**config.mk**
```make
export PLATFORM = sky130hd
export DESIGN_NAME = fetch_stage
export DESIGN_NICKNAME = d
export VERILOG_FILES = /design/src/rtl/fetch_stage.sv
export SDC_FILE = /design/constraint.sdc
export NUM_CORES = 1
export LEC_CHECK = 0
export ABC_AREA = 1
export CORE_MARGIN = 2
export CORE_UTILIZATION = 35
export CTS_BUF_LIST = sky130_fd_sc_hd__clkbuf_8
export DETAILED_ROUTE_END_ITERATION = 12
export DONT_BUFFER_PORTS = 1
export PLACE_DENSITY = 0.58
export SYNTH_ARGS = -nofsm -noshare
export SYNTH_HDL_FRONTEND = slang
export SYNTH_SLANG_ARGS = --single-unit
export TNS_END_PERCENT = 5
```
**constraint.sdc**
```tcl
create_clock -name clk -period 1.82 [get_ports clk]
set_input_delay 0.091 -clock clk [delete_from_list [all_inputs] [get_ports clk]]
set_output_delay 0.091 -clock clk [all_outputs]
set_load 0.02 [all_outputs]
```
**src/rtl/fetch_stage.sv**
```systemverilog
// Instruction fetch stage: PC sequencing, wait-state tolerant imem access,
// stall hold buffer, deferred redirects and the IF/ID pipeline register.
module fetch_stage #(
  parameter logic [31:0] RESET_PC = 32'h0000_0000
) (
  input  logic        clk,
  input  logic        reset,
  input  logic        StallF,
  input  logic        FlushD,
  input  logic        BranchD,
  input  logic        JumpD,
  input  logic        JumpRegD,
  input  logic [31:0] PCBranchD,
  input  logic [31:0] PCJumpD,
  input  logic [31:0] PCRegD,
  output logic        imem_req,
  output logic [31:0] imem_addr,
  input  logic [31:0] imem_rdata,
  input  logic        imem_ready,
  output logic [31:0] InstrD,
  output logic [31:0] PCPlus4D,
  output logic        ValidD
);

  typedef enum logic {
    FETCH = 1'b0,
    HELD  = 1'b1
  } state_t;

  state_t      state_reg, state_next;
  logic [31:0] pc_reg, pc_next;
  logic [31:0] hold_reg, hold_next;
  logic        redir_pend_reg, redir_pend_next;
  logic [31:0] redir_pc_reg, redir_pc_next;
  logic [31:0] instr_reg, pc_plus4_reg;
  logic        valid_reg;

  logic        redirect;
  logic [31:0] redirect_target;
  logic [31:0] pc_plus4;
  logic        ifid_load;
  logic        ifid_bubble;
  logic [31:0] ifid_word;

  // A decode-stage redirect only counts for a real instruction that is moving on.
  assign redirect = valid_reg & ~StallF & (JumpRegD | JumpD | BranchD);
  assign redirect_target = JumpRegD ? PCRegD : (JumpD ? PCJumpD : PCBranchD);
  assign pc_plus4 = pc_reg + 32'd4;

  assign imem_req  = (state_reg == FETCH) & ~reset;
  assign imem_addr = pc_reg;
  assign InstrD    = instr_reg;
  assign PCPlus4D  = pc_plus4_reg;
  assign ValidD    = valid_reg;

  always_comb begin
    state_next      = state_reg;
    pc_next         = pc_reg;
    hold_next       = hold_reg;
    redir_pend_next = redir_pend_reg;
    redir_pc_next   = redir_pc_reg;
    ifid_load       = 1'b0;
    ifid_bubble     = 1'b0;
    ifid_word       = imem_rdata;

    case (state_reg)
      FETCH: begin
        if (imem_ready) begin
          if (redirect) begin
            pc_next         = redirect_target;
            redir_pend_next = 1'b0;
            ifid_bubble     = 1'b1;
          end else if (redir_pend_reg) begin
            // The word returned for the abandoned address is dropped.
            pc_next         = redir_pc_reg;
            redir_pend_next = 1'b0;
            ifid_bubble     = ~StallF;
          end else if (StallF) begin
            hold_next  = imem_rdata;
            state_next = HELD;
          end else begin
            pc_next   = pc_plus4;
            ifid_load = 1'b1;
          end
        end else begin
          // Access still outstanding: the address must stay put, so the
          // redirect is parked until the memory answers.
          if (redirect) begin
            redir_pend_next = 1'b1;
            redir_pc_next   = redirect_target;
            ifid_bubble     = 1'b1;
          end else if (!StallF) begin
            ifid_bubble = 1'b1;
          end
        end
      end
      HELD: begin
        ifid_word = hold_reg;
        if (redirect) begin
          pc_next     = redirect_target;
          state_next  = FETCH;
          ifid_bubble = 1'b1;
        end else if (!StallF) begin
          pc_next    = pc_plus4;
          state_next = FETCH;
          ifid_load  = 1'b1;
        end
      end
      default: state_next = FETCH;
    endcase

    if (FlushD) begin
      ifid_load   = 1'b0;
      ifid_bubble = 1'b1;
    end
  end

  always_ff @(posedge clk) begin
    if (reset) begin
      state_reg      <= FETCH;
      pc_reg         <= RESET_PC;
      hold_reg       <= 32'd0;
      redir_pend_reg <= 1'b0;
      redir_pc_reg   <= 32'd0;
    end else begin
      state_reg      <= state_next;
      pc_reg         <= pc_next;
      hold_reg       <= hold_next;
      redir_pend_reg <= redir_pend_next;
      redir_pc_reg   <= redir_pc_next;
    end
  end

  // IF/ID register; a bubble keeps PCPlus4D so only the valid/instr fields clear.
  always_ff @(posedge clk) begin
    if (reset) begin
      instr_reg    <= 32'd0;
      pc_plus4_reg <= 32'd0;
      valid_reg    <= 1'b0;
    end else if (ifid_load) begin
      instr_reg    <= ifid_word;
      pc_plus4_reg <= pc_plus4;
      valid_reg    <= 1'b1;
    end else if (ifid_bubble) begin
      instr_reg <= 32'd0;
      valid_reg <= 1'b0;
    end
  end

endmodule

```
---- Word-level counts from Yosys, hierarchy flattened ----
Index checks and enable logic that the tools add are counted.
word-level totals
  flip-flop bits (word level) ............. 163
  bits of input ports ..................... 136
  output and inout bits ................... 98
  word-level logic and storage cells ...... 61
cells by class
  add/sub/neg operators ................... 1
  equal/unequal tests ..................... 1
  mux-type cells .......................... 35
  bitwise gates (word level) .............. 11
  reductions and logical operators ........ 5
operators by type and width
  kind                                            count
  two-way mux 32 bit                              10
  one-hot mux 32 bit (2 select lines)             1
  adder 32 x 3 -> 32 bit (second input constant)  1
  two-way mux 1 bit                               21
  inverter 1 bit                                  6
  one-hot mux 1 bit (2 select lines)              3
  AND reduction 5 bit                             1
  nonzero test 2 bit                              2
  bitwise AND 1 bit                               3
  AND reduction 3 bit                             1
  != test 2 bit (second input constant)           1
  OR 1 bit                                        2
  AND reduction 2 bit                             1

---- Depth between registers and ports, before layout ----
Gate-level depths: netlist of run 1.
  word-level depth ........................ 9
  mapped depth ............................ 12
  mapped depth without buffers ............ 12

---- Worst setup path before layout of run 1 ----
No wires, ideal clock.
  kind .................................... register -> register
  start ................................... register pc_reg[2] (netlist: imem_addr[2])
  end ..................................... register pc_reg[28] (netlist: imem_addr[28])
  setup time .............................. 0.109 ns
  arrival time ............................ 1.653 ns
  data required time ...................... 1.711 ns
  path slack .............................. 0.058 ns
  stages on the path, launching flop included .. 13
  buffers on the path ..................... 0
  clock period less this slack ............ 1.762 ns
  cells stage by stage .................... dfxtp_1 -> ha_1 -> nand3_2 -> nor2_2 -> nand2_1 -> inv_1 -> nand2_1 -> nand2_1 -> nand3_1 -> nand3_1 -> nand3_1 -> nand2_1 -> inv_1
on the way
  word-level cells in the longest chain between the ends .. 6
  elaborated cells on any way between the ends .. 7
  those cells by class .................... add/sub: 1; mux: 6
ends and longest elaborated chain
  item                                   RTL line  text
  start: declaration                     31        logic [31:0] pc_reg, pc_next;
  start signal: assignment               127       pc_reg <= pc_next;
  adder 32 x 3 -> 32 bit *               48        assign pc_plus4 = pc_reg + 32'd4;
  two-way mux 32 bit *                   78, 103
  two-way mux 32 bit                     73        end else if (redir_pend_reg) begin
  two-way mux 32 bit                     69        if (redirect) begin
  two-way mux 32 bit                     68        if (imem_ready) begin
  one-hot mux 32 bit (2 select lines) *  66        case (state_reg)
Mark *: on every way between the ends. The rest lies on a longest branch, timed or not. The select of a mux whose other input is x is not followed.
A chain may end at the register's enable or synchronous reset.

---- Final worst setup path of run 1 ----
  start ................................... register redir_pend_reg
  end ..................................... register pc_reg[14] (netlist: imem_addr[14])
on the way
  word-level cells in the longest chain between the ends .. 4
ends and longest elaborated chain
  item                                 RTL line  text
  start: declaration                   33        logic redir_pend_reg, redir_pend_next;
  start signal: assignment             129       redir_pend_reg <= redir_pend_next;
  two-way mux 32 bit                   73
  two-way mux 32 bit                   69
  two-way mux 32 bit                   68
  one-hot mux 32 bit (2 select lines)  66
Every way passes these cells. The select of a mux whose other input is x is not followed.

==> results.md, run 1 <==
- Status: finished clean
- Netlist Area Pre-Place: 0.00845 mm2
- Sequential area share after synthesis: 0.386
- Min-Delay Startpoint: PCRegD[25]
- Port bufs: 0
- Worst-Skew Late Latency: 0.46 ns
- Worst Path Required: 2.15 ns
- DRC: 0
- RSZ-0062 raised after global routing: yes
- Slew Limit Fails: 0
- Clk pwr share: 0.349
- Die H: 159 um
- I/O pin count: 234
- Antenna fix cells: 0
- Combinational power share: 0.174
- Highest clock rate: 585 MHz
- Filler cells: 2503
- R2R depth: 7
- Worst r2r src: redir_pend_reg
- Clock sinks: 163
- Distinct cell type count after synthesis: 34
- WL/cell: 16.0 um
- Worst-path clk slew: 0.09 ns
- First-pass GRT wire length: 43300 um
- Clk root buf: clkbuf_8
- Initial Util: 0.358
- Vias in the first global route: 8044
- YS warnings: 0
- CP endpoint kind: register
- Syn Area/Cell: 6.51 um2
- CTS max path bufs: 2
- Worst-path fanout max: 6
- Die area: 0.0254 mm2
- Commonest non-fill, non-tap cells in the layout: nand2_1, dfxtp_1, nor2_1
- Post-synthesis register bit count: 163
- Initial antenna violation count: 0
- Max Cap Violations: 0
- Sequential power share: 0.477
- R2r endpoint: imem_addr[14]
- Total negative slack: 0 ns
- Largest net degree at the start of global routing: 78
- HPWL after DPL: 19300 um
- Tmin final: 1.71 ns
- Clock skew: 0.0142 ns
- Nets: 1509
- Gpl congestion: 0.891
- TritonCTS Buffers: 17
- Sw Ratio: 0.314
- Hold WS: 0.0334 ns
- Die width: 159 um
- Finish-stage setup viols: 0
- Pwr Density: 812 mW/mm2
- Post-synthesis cell count: 1297
- Crit path DAT: 2.04 ns
- Worst VDD drop: 0.487 mV
- Routed vias/inst: 5.07
- Placed insts: 1607
- Gr usage total: 0.212
- TritonCTS clock tree: yes
- Cell Rows: 56
- Grt total ovfl: 0
- Worst Setup Start Kind: register
- Leakage: 0.00416 uW
- Hold Path Cell Cnt: 4
- Final ANT Viol Nets: 0
- Net switching power: 2620 uW
- Commonest non-fill, non-tap cell in the layout: nand2_1
- Finished Layout Cells: 1704
- Layout area overhead: 21.4%
- Routed via count: 8638
- Setup CP Type: register to register
- H-Tree Depth: 4
- Slew @ Worst Pin: 0.909 ns
- Final Power: 8330 uW
- Syn nets: 1434
- Final Hold Viols: 0
- Cell-internal power: 5710 uW
- Setup slack, reg-to-reg: 0.11 ns
- Core Box Area: 0.0236 mm2
- Final wirelength: 27300 um
- Hold endpoint: redir_pc_reg[25]
- Share of layout cells above drive strength 1: 0.114
- Drt first-iter violations: 698
- Max_slew headroom: 0.394
- Worst hold path class: input pin to register
- Tcrit/Tclk final: 0.939
- Drt pass-1 iters: 5
==> metrics by stage <==
step / area (um2) / setup slack (ns) / utilization
after floorplan: 8450 / 0.0582 / -
after global placement: 9110 / 0.0383 / 0.386
after detailed placement: 9110 / 0.0293 / 0.386
after CTS: 10200 / 0.0228 / 0.431
after global routing: 10300 / -0.00663 / 0.434
final: 10300 / 0.111 / 0.434
==> final cells by class <==
class                      count  area, um2  area share
clock buffer                  17        234      0.0228
tap                          319        399      0.0389
inverter                      80        307      0.0299
sequential                   163       3270       0.319
multi-input combinational    971       4540       0.442
timing repair inverter         1       5.00    0.000488
timing repair buffer         138       1310       0.128
clock inverter                15        193      0.0188
==> how the worst max path moves through the flow <==
stage,startpoint,endpoint,slack [ns]
after global placement,imem_addr[2],imem_addr[30],0.04
after floorplan,imem_addr[2],imem_addr[28],0.06
after global routing,imem_addr[16],imem_addr[26],-0.007
after CTS,imem_addr[2],imem_addr[30],0.02
final,redir_pend_reg,imem_addr[14],0.11
after detailed placement,imem_addr[2],imem_addr[30],0.03
==> Yosys cell counts, drive strengths merged <==
| cell | count | area (um2) |
|---|---|---|
| nand2 | 375 | 1420 |
| nor2 | 173 | 713 |
| dfxtp | 163 | 3260 |
| o21ai | 143 | 716 |
| nand3 | 106 | 558 |
| a21oi | 104 | 521 |
| inv | 80 | 303 |
| buf | 44 | 257 |
| clkbuf | 40 | 150 |
| o211ai | 27 | 203 |
| a211oi | 10 | 80.1 |
| xnor2 | 10 | 87.6 |
| xor2 | 6 | 52.6 |
| a31oi | 3 | 18.8 |
| o221ai | 3 | 26.3 |
| o31ai | 3 | 22.5 |
| a41oi | 2 | 17.5 |
| nand4 | 2 | 12.5 |
| nor4 | 2 | 18.8 |
| ha | 1 | 12.5 |
==> logic make-up (layout without fill, tap and decap cells) <==
| kind of cell | Yosys count | after routing | synth area share |
|---|---|---|---|
| adder cells (fa/ha/maj) | 1 | 1 | 0.00148 |
| buffers and inverters | 164 | 251 | 0.0840 |
| AO/OA/AOI/OAI | 295 | 295 | 0.190 |
| flip-flops | 163 | 163 | 0.386 |
| AND/OR/NAND/NOR | 658 | 659 | 0.322 |
| XOR/XNOR | 16 | 16 | 0.0166 |
==> critical path, stage by stage (launching register included) <==
cell        delay (ns)
dfxtp_1           0.34
inv_1             0.09
nor2_2            0.25
inv_2             0.15
nand2_2           0.20
clkinvlp_4        0.23
o211ai_1          0.22
a21oi_1           0.11
==> power groups by stage <==
stage | Combinational (uW) | Clock [uW] | Sequential, uW
5_1_grt | 1620 | 3120 | 4000
4_1_cts | 1440 | 3000 | 3970
3_3_place_gp | 1250 | 0 | 4050
6_report | 1450 | 2910 | 3970
3_5_place_dp | 1270 | 0 | 4050
2_1_floorplan | 805 | 0 | 4100
==> repair_timing <==
action	4_1_cts	5_1_grt
gates resized for setup	0	19
buffers inserted	0	1
setup endpoints to repair	0	55
hold buffers	62	0
endpoints found under the hold margin	142	0
==> routing by layer <==
| metal | track usage | up-vias | part of all wire |
|---|---|---|---|
| li1 | - | 4401 | - |
| met1 | 0.298 | 3891 | 0.47 |
| met2 | 0.328 | 310 | 0.44 |
| met3 | 0.0406 | 36 | 0.069 |
| met4 | 0.0649 | 0 | 0.020 |
| met5 | 0 | - | 0 |
Power figures use the tool's default switching activity.
==> run 2, diff against run 1 <==
- CORE_MARGIN: 2 -> unset
- CORE_UTILIZATION: 35 -> 66
- CTS_CLUSTER_DIAMETER: unset -> 120
- PLACE_DENSITY: 0.58 -> 0.91
==> results.md, run 2 (synthesis gave the netlist of run 1 again) <==
- Worst hold path class: input pin to register
- H-Tree Depth: 4
- Largest net degree at the start of global routing: 88
- Crit path DAT: 2.14 ns
- Gr usage total: 0.409
- Finish-stage setup viols: 0
- Layout area overhead: 16.7%
- Worst-path clk slew: 0.09 ns
- Final Power: 8190 uW
- Setup slack, reg-to-reg: 0.06 ns
- I/O pin count: 234
- Failing checks: negative hold slack
- Max Cap Violations: 0
- Vias in the first global route: 8237
- Nets: 1488
- Antenna fix cells: 0
- Final wirelength: 27200 um
- CP Cell Sequence: ha_2 > nand3_2 > nor2_2 > inv_1 > nor2_2 > nand2_1 > nand2_1 > nand3_1 > nand3_1 > nand3_1 > nand2_1 > inv_1
- HPWL after DPL: 17000 um
- WL/cell: 17.7 um
- CP endpoint kind: register
- Commonest non-fill, non-tap cell in the layout: nand2_1
- Die width: 115 um
- Min-Delay Startpoint: PCRegD[27]
- Slew Limit Fails: 0
- Max stage delay cell, worst path: dfxtp_2
- Multi-input gate area: 0.00449 mm2
- Routed via count: 9300
- Final Hold Viols: 1
- Drt pass-1 iters: 6
- Filler cells: 819
- Highest clock rate: 568 MHz
- Share of layout cells above drive strength 1: 0.102
- Hold WS: -0.00900 ns
- Max_slew headroom: 0.389
- Port bufs: 0
- CTS max path bufs: 2
- Tmin final: 1.76 ns
- Die H: 115 um
- TritonCTS clock tree: yes
- Initial Util: 0.689
- Worst Path Required: 2.20 ns
- TritonCTS Buffers: 17
- First-pass GRT wire length: 41500 um
- Core Box Area: 0.0123 mm2
- Tcrit/Tclk final: 0.967
- Cell Rows: 40
- Grt total ovfl: 0
- Gpl congestion: 0.990
- Die area: 0.0133 mm2
- R2r endpoint: imem_addr[24]
- RSZ-0062 raised after global routing: yes
- Hold endpoint: redir_pc_reg[27]
- Drt first-iter violations: 1249
- Clock sinks: 163
- Commonest non-fill, non-tap cells in the layout: nand2_1, nor2_1, dfxtp_1
- Clock skew: 0.0106 ns
- Routed vias/inst: 6.07
- Worst-path fanout max: 4
- Final ANT Viol Nets: 0
- Crit path largest cell delay: 0.37 ns
- Leakage: 0.00406 uW
- Clk root buf: clkbuf_8
- Hold Path Cell Cnt: 4
- Worst-Skew Late Latency: 0.47 ns
- Worst VDD drop: 0.444 mV
- Buf/Inv on CP: 2
- Worst r2r src: imem_addr[2]
- R2R depth: 12
- Slew @ Worst Pin: 0.916 ns
- Worst Setup Start Kind: register
- Pwr Density: 831 mW/mm2
- Sequential cell area: 0.00328 mm2
- DRC: 0
- Setup CP Type: register to register
- Status: complete, but fails checks
- Initial antenna violation count: 1
- Top delay family on crit path: simple AND/OR/NAND/NOR gates
run 2: cell count changes in the layout (fill, tap and decap cells not counted), sizes merged:
cell and change:
dlygate4sd3 +1, clkinv +4, inv -1, bufinv -1, clkinvlp -4, clkbuf +1
nor2 -1, buf -20
run 2: what timing repair did:
item | 4_1_cts | 5_1_grt
endpoints found under the hold margin | 118 | 0
resized for setup | 1 | 20
hold buffers | 63 | 0
pin swaps | 0 | 4
buffers inserted | 0 | 4
endpoints found under the setup margin | 1 | 59
run 2: how the worst max path moves through the flow:
stage	from	to	cells past startpoint
after floorplan	imem_addr[2]	imem_addr[28]	12
after CTS	state_reg	redir_pc_reg[31]	8
after global placement	state_reg	redir_pc_reg[19]	8
final	imem_addr[2]	imem_addr[24]	12
after global routing	imem_addr[2]	imem_addr[28]	12
after detailed placement	imem_addr[2]	imem_addr[24]	12
run 2: layout make-up:
type,instances,share of cell area
multi-input combinational,970,0.456
sequential,163,0.333
timing repair buffer,119,0.117
inverter,80,0.0307
clock buffer,18,0.0251
tap,168,0.0213
clock inverter,14,0.0175
run 2: metal layers:
layer	global-route usage	up-vias	wire length, um
met5	0	-	9
met2	0.637	689	12000
li1	-	4341	-
met1	0.534	4149	10800
met3	0.0801	119	3030
met4	0.224	2	1330
run 2: through the flow:
step / setup slack (ns) / utilization / cells / instance area [um2] / setup TNS [ns]
5_1_grt: -0.0815 / 0.804 / 1532 / 9860 / -0.186
6_report: 0.0602 / 0.804 / 1532 / 9860 / 0
3_3_place_gp: 0.129 / 0.711 / 1433 / 8720 / 0
3_5_place_dp: 0.0452 / 0.711 / 1433 / 8720 / 0
2_1_floorplan: 0.0582 / - / 1297 / 8450 / 0
4_1_cts: 0.00755 / 0.799 / 1528 / 9790 / 0
run 2: power by group:
group	total (uW)	switching, uW	internal, uW
registers	3990	236	3750
logic	1410	886	523
clock network	2790	1490	1300
total	8190	2610	5580
run 2: worst reg2reg max path: stages (launching register included):
cell and delay [ns]:
dfxtp_2 0.37, ha_2 0.21, nand3_2 0.14, nor2_2 0.18
inv_1 0.07, nor2_2 0.17, nand2_1 0.07, nand2_1 0.08
nand3_1 0.08, nand3_1 0.10, nand3_1 0.08, nand2_1 0.08
inv_1 0.04
